==> config.mk <==
export PLATFORM = sky130hd
export DESIGN_NAME = pc_fetch_unit
export DESIGN_NICKNAME = d
export VERILOG_FILES = /design/src/rtl/pc_fetch_unit.sv
export SDC_FILE = /design/constraint.sdc
export NUM_CORES = 1
export LEC_CHECK = 0
export CAP_MARGIN = 20
export CORE_MARGIN = 2
export CORE_UTILIZATION = 49
export CTS_CLUSTER_DIAMETER = 60
export CTS_CLUSTER_SIZE = 10
export DETAILED_ROUTE_END_ITERATION = 7
export DONT_BUFFER_PORTS = 1
export GPL_TIMING_DRIVEN = 0
export PLACE_DENSITY = 0.72
export SLEW_MARGIN = 20
export SYNTH_ARGS = -nofsm -noshare
export SYNTH_HDL_FRONTEND = slang
export SYNTH_SLANG_ARGS = --single-unit
==> constraint.sdc <==
create_clock -name clk -period 2.75 [get_ports clk]
set_clock_uncertainty 0.05 [all_clocks]
set_input_delay 0.55 -clock clk [delete_from_list [all_inputs] [get_ports clk]]
set_output_delay 0.55 -clock clk [all_outputs]
set_load 0.05 [all_outputs]
==> src/rtl/pc_fetch_unit.sv <==
// Program counter and instruction fetch stage: fetches a word over a req/ack
// handshake, holds it for the decoder, then computes the next PC on exec_done.
module pc_fetch_unit #(
  parameter int            AW       = 16,
  parameter logic [AW-1:0] PC_RESET = '0,
  parameter int            TIMEOUT  = 15
) (
  input  logic          clk,
  input  logic          rst_n,
  input  logic          run,
  output logic [AW-1:0] imem_addr,
  output logic          imem_req,
  input  logic [15:0]   imem_rdata,
  input  logic          imem_ack,
  output logic [15:0]   ir,
  output logic          ir_valid,
  input  logic          exec_done,
  input  logic          pl,
  input  logic          jb,
  input  logic          bc,
  input  logic          flag_z,
  input  logic          flag_n,
  input  logic [15:0]   bus_a,
  output logic [AW-1:0] pc,
  output logic          fetch_err
);

  typedef enum logic [1:0] {IDLE, FETCH, EXEC, ERR} state_t;

  state_t        state_q;
  logic [AW-1:0] pc_q;
  logic [AW-1:0] pc_d;
  logic [15:0]   ir_q;
  logic          ir_valid_q;
  logic          req_q;
  logic          err_q;
  logic [7:0]    cnt_q;

  logic [5:0]    ad_raw;
  logic [AW-1:0] ad;
  logic          cond;

  assign ad_raw = {ir_q[8:6], ir_q[2:0]};
  assign ad     = {{(AW-6){ad_raw[5]}}, ad_raw};
  assign cond   = bc ? flag_n : flag_z;

  // NOTE: pc_d gets a default before any branch so no latch is inferred.
  always_comb begin
    pc_d = pc_q + AW'(1);
    if (pl) begin
      if (jb)        pc_d = bus_a[AW-1:0];
      else if (cond) pc_d = pc_q + ad;
    end
  end

  // NOTE: all state is updated with non-blocking assignments so every
  // register samples the pre-edge values of the others.
  always_ff @(posedge clk or negedge rst_n) begin
    if (!rst_n) begin
      state_q    <= IDLE;
      pc_q       <= PC_RESET;
      ir_q       <= '0;
      ir_valid_q <= 1'b0;
      req_q      <= 1'b0;
      err_q      <= 1'b0;
      cnt_q      <= '0;
    end else begin
      case (state_q)
        IDLE: begin
          if (run) begin
            state_q <= FETCH;
            req_q   <= 1'b1;
            cnt_q   <= '0;
          end
        end
        FETCH: begin
          // An ack in the final allowed cycle takes priority over the timeout.
          if (imem_ack) begin
            ir_q       <= imem_rdata;
            ir_valid_q <= 1'b1;
            req_q      <= 1'b0;
            cnt_q      <= '0;
            state_q    <= EXEC;
          end else if (cnt_q == 8'(TIMEOUT - 1)) begin
            err_q   <= 1'b1;
            req_q   <= 1'b0;
            state_q <= ERR;
          end else begin
            cnt_q <= cnt_q + 8'd1;
          end
        end
        EXEC: begin
          if (exec_done) begin
            pc_q       <= pc_d;
            ir_valid_q <= 1'b0;
            if (run) begin
              state_q <= FETCH;
              req_q   <= 1'b1;
              cnt_q   <= '0;
            end else begin
              state_q <= IDLE;
            end
          end
        end
        ERR:     state_q <= ERR;
        default: state_q <= IDLE;
      endcase
    end
  end

  assign imem_addr = pc_q;
  assign imem_req  = req_q;
  assign ir        = ir_q;
  assign ir_valid  = ir_valid_q;
  assign pc        = pc_q;
  assign fetch_err = err_q;

endmodule

==> flow_metrics.tcl <==
set metrics [dict create \
    overflow 0 \
    synth_top_cells_by_area "dfrtp_1 32%, nand2_1 9.2%, ha_1 6.4%, a21oi_1 4.2%, nor2_1 3.7%" \
    global_route.usage.total_pct 25.7 \
    status "finished, final reports clean" \
    yosys.cell_types.count 67 \
    fp.dieH_um 89.0 \
    area_growth_syn_to_layout_pct 9.69 \
    grt_max_degree 46 \
    synth.yosys.warnings 0 \
    netlist_top_cells_count "87 x nand2_1, 45 x dfrtp_1, 35 x nor2_1" \
    antenna_violations_before_repair 0 \
    tritoncts "done" \
    synth_enable_flop_cells 0 \
    maximum_fanout_count_along_the_critical_path 8 \
    cts_max_level 2 \
    regToRegSetupSlack_ns 0.03 \
    grt_pass1_vias 3285 \
    totalWireLength_um 10000 \
    maxSlewHeadroom_pct 39.2 \
    ant_nets 0 \
    synth_sequential_area_ratio_pct 31.8 \
    cp_data_required_time_ns 2.89 \
    fin_hold_ws_ns 0.0205 \
    netlist_instances 446 \
    power_density_nw_per_um2 1380 \
    final_layout_size_suffix_gt1_share_pct 12.2 \
    syn_area_per_cell_sq_um 7.93 \
    total_clock_buffers_created_by_cts 5 \
    routed-wl-met3_um 757 \
    critical_path.reg2reg.endpoint "imem_addr[14]$_DFFE_PN0P_" \
    clk_transition_reported_paths_ns 0.09 \
    effective_utilization_at_floorplan_pct 51.2 \
    detailedRoute.firstIterationViolations 317 \
    async_reset_ff_share_pct 100 \
    layout.core_utilization_pct 56.2 \
    r2r_cells 8 \
    syn_area_sq_um 3540 \
    rows 30 \
    post_route_m1_wl_um 4210 \
    clk_latency_ns 0.31 \
    crit_path_start_kind "flop" \
    gpl.final_weighted_congestion 0.861 \
    period_share_pct 98.8 \
    reported_leakage_power_nw 1.66 \
    max_slew.worst_pin.slew_ns 0.900 \
    timing.max_cap.violations 0 \
    synth.most_common_cell "nand2_1" \
    synth_flop_cell "dfrtp_1" \
    hp-class "in2async" \
    reg2reg_from "imem_addr[0]$_DFFE_PN0P_" \
    met2_length_um 4900 \
    global_route_wire_length_before_repair_um 15800 \
    post-synth-top-area-cell "dfrtp_1" \
    ctsRootBufferMaster "clkbuf_8" \
    number_of_register_bits_inferred_by_synthesis 45 \
    synthesis.nets 507 \
    finalSetupViolCount 0 \
    drc 0 \
    fmax_mhz 368 \
    design.core.area_sq_um 6910 \
    top_layer_used "met4" \
    worst-setup-path-type "reg2reg" \
    seqCellArea_sq_um 1140 \
    io_pins 93 \
    fin_nets 518 \
    die_area_sq_um 7910 \
    die_width_um 89.0 \
    ir_drop_mv 0.644 \
    final.fill_count 666 \
    pre_antenna_drt_iters 5 \
    num_vias 3352 \
    ctsLongestPathBuffers 2 \
    min_period_ns 2.72 \
    total_half_perimeter_wirelength_after_legalization_and_detailed_placement_um 7310 \
    num_antenna_cells 0 \
    numClockSinks 45 \
    wp_data_arrival_ns 2.86 \
    viasPerCell 6.05 \
    critPathCaptureType "flop" \
    count_of_input_and_output_buffers 0 \
    slew_viol_final 0 \
    multiInputGateArea_sq_um 2230 \
    hold_viol_final 0 \
    rsz0062_at_grt "yes" \
    wl_per_cell_um 18.1 \
    synth.top_cell.area_share_pct 31.8 \
]
per-stage QoR:
step | std cells | power (mW) | area [sq um] | TNS (ns) | setup slack [ns]
floorplan | 446 | 4.09 | 3540 | 0 | 0.0164
global placement | 542 | 4.55 | 3660 | -0.589 | -0.251
detailed placement | 542 | 4.64 | 3660 | -0.637 | -0.247
CTS | 554 | 5.31 | 3860 | 0 | 0.0257
global route | 554 | 5.74 | 3880 | -0.0218 | -0.0189
finish | 554 | 5.36 | 3880 | 0 | 0.0318
final cells by class:
class / instances / area share [%]
Inverter: 7 / 0.677
Tap cell: 96 / 3.10
Clock buffer: 6 / 1.87
Clock inverter: 2 / 1.00
Multi-Input combinational cell: 358 / 57.5
Timing Repair Buffer: 4 / 1.29
Sequential cell: 45 / 29.5
Buffer: 36 / 5.06
sequential cells by signal, indices dropped and copies added (netlist names):
name / flops
ir_valid: 1
imem_req: 1
ir: 16
fetch_err: 1
state_q: 2
cnt_q: 8
imem_addr: 16
worst max path at each step:
stage | startpoint | endpoint | slack, ns
after floorplan | ir[0]$_DFFE_PN0P_ | imem_addr[14]$_DFFE_PN0P_ | 0.02
after global placement | ir[0]$_DFFE_PN0P_ | imem_addr[14]$_DFFE_PN0P_ | -0.25
after detailed placement | ir[0]$_DFFE_PN0P_ | imem_addr[14]$_DFFE_PN0P_ | -0.25
after CTS | imem_addr[0]$_DFFE_PN0P_ | imem_addr[14]$_DFFE_PN0P_ | 0.03
after global routing | imem_addr[0]$_DFFE_PN0P_ | imem_addr[14]$_DFFE_PN0P_ | -0.02
final | imem_addr[0]$_DFFE_PN0P_ | imem_addr[14]$_DFFE_PN0P_ | 0.03
repair_timing:
action | CTS | global route
hold endpoints to repair | 45 | 0
buffers inserted | 3 | 0
endpoints found under the setup margin | 6 | 6
pin swaps | 2 | 3
gates resized for setup | 11 | 9
hold buffers | 1 | 0
worst max-delay path: stages, from the launching register on:
cell,delay [ns]
dfrtp_4,0.60
ha_4,0.21
fa_2,0.35
a21o_1,0.21
a311oi_4,0.41
nor3_4,0.11
o31ai_4,0.21
mux2i_1,0.13
a221o_1,0.32
routing by layer:
metal,track usage [%],up-vias
li1,-,1610
met1,33.4,1590
met2,43.8,135
met3,5.82,17
met4,6.51,0
met5,0,-
cell usage in the layout, fill, tap and decap left out, types with 7 or more instances in the layout:
cell	n
nand2_1	87
nor2_1	35
dfrtp_1	33
a21oi_1	29
o21ai_0	26
clkbuf_1	19
buf_4	19
nand3_1	17
ha_1	16
xor2_1	11
dfrtp_2	11
nor3_1	9
nand4_1	9
mux2i_1	7
power by group:
| part | internal (mW) | switching, mW | leakage, nW |
|---|---|---|---|
| sequential | 0.903 | 1.14 | 0.540 |
| clock | 0.273 | 0.249 | 0.0554 |
| combinational | 1.08 | 1.72 | 1.07 |
cell families after synthesis:
family                   Yosys count  synth area share [%]
adder cells (fa/ha/maj)           19                  6.93
flip-flops                        45                  31.8
AO/OA/AOI/OAI                    121                  22.6
XOR/XNOR                          17                  4.21
multiplexers                      10                  2.94
AND/OR/NAND/NOR                  191                  25.2
buffers and inverters             43                  6.30
No activity file was read; power rests on OpenSTA's default activity.
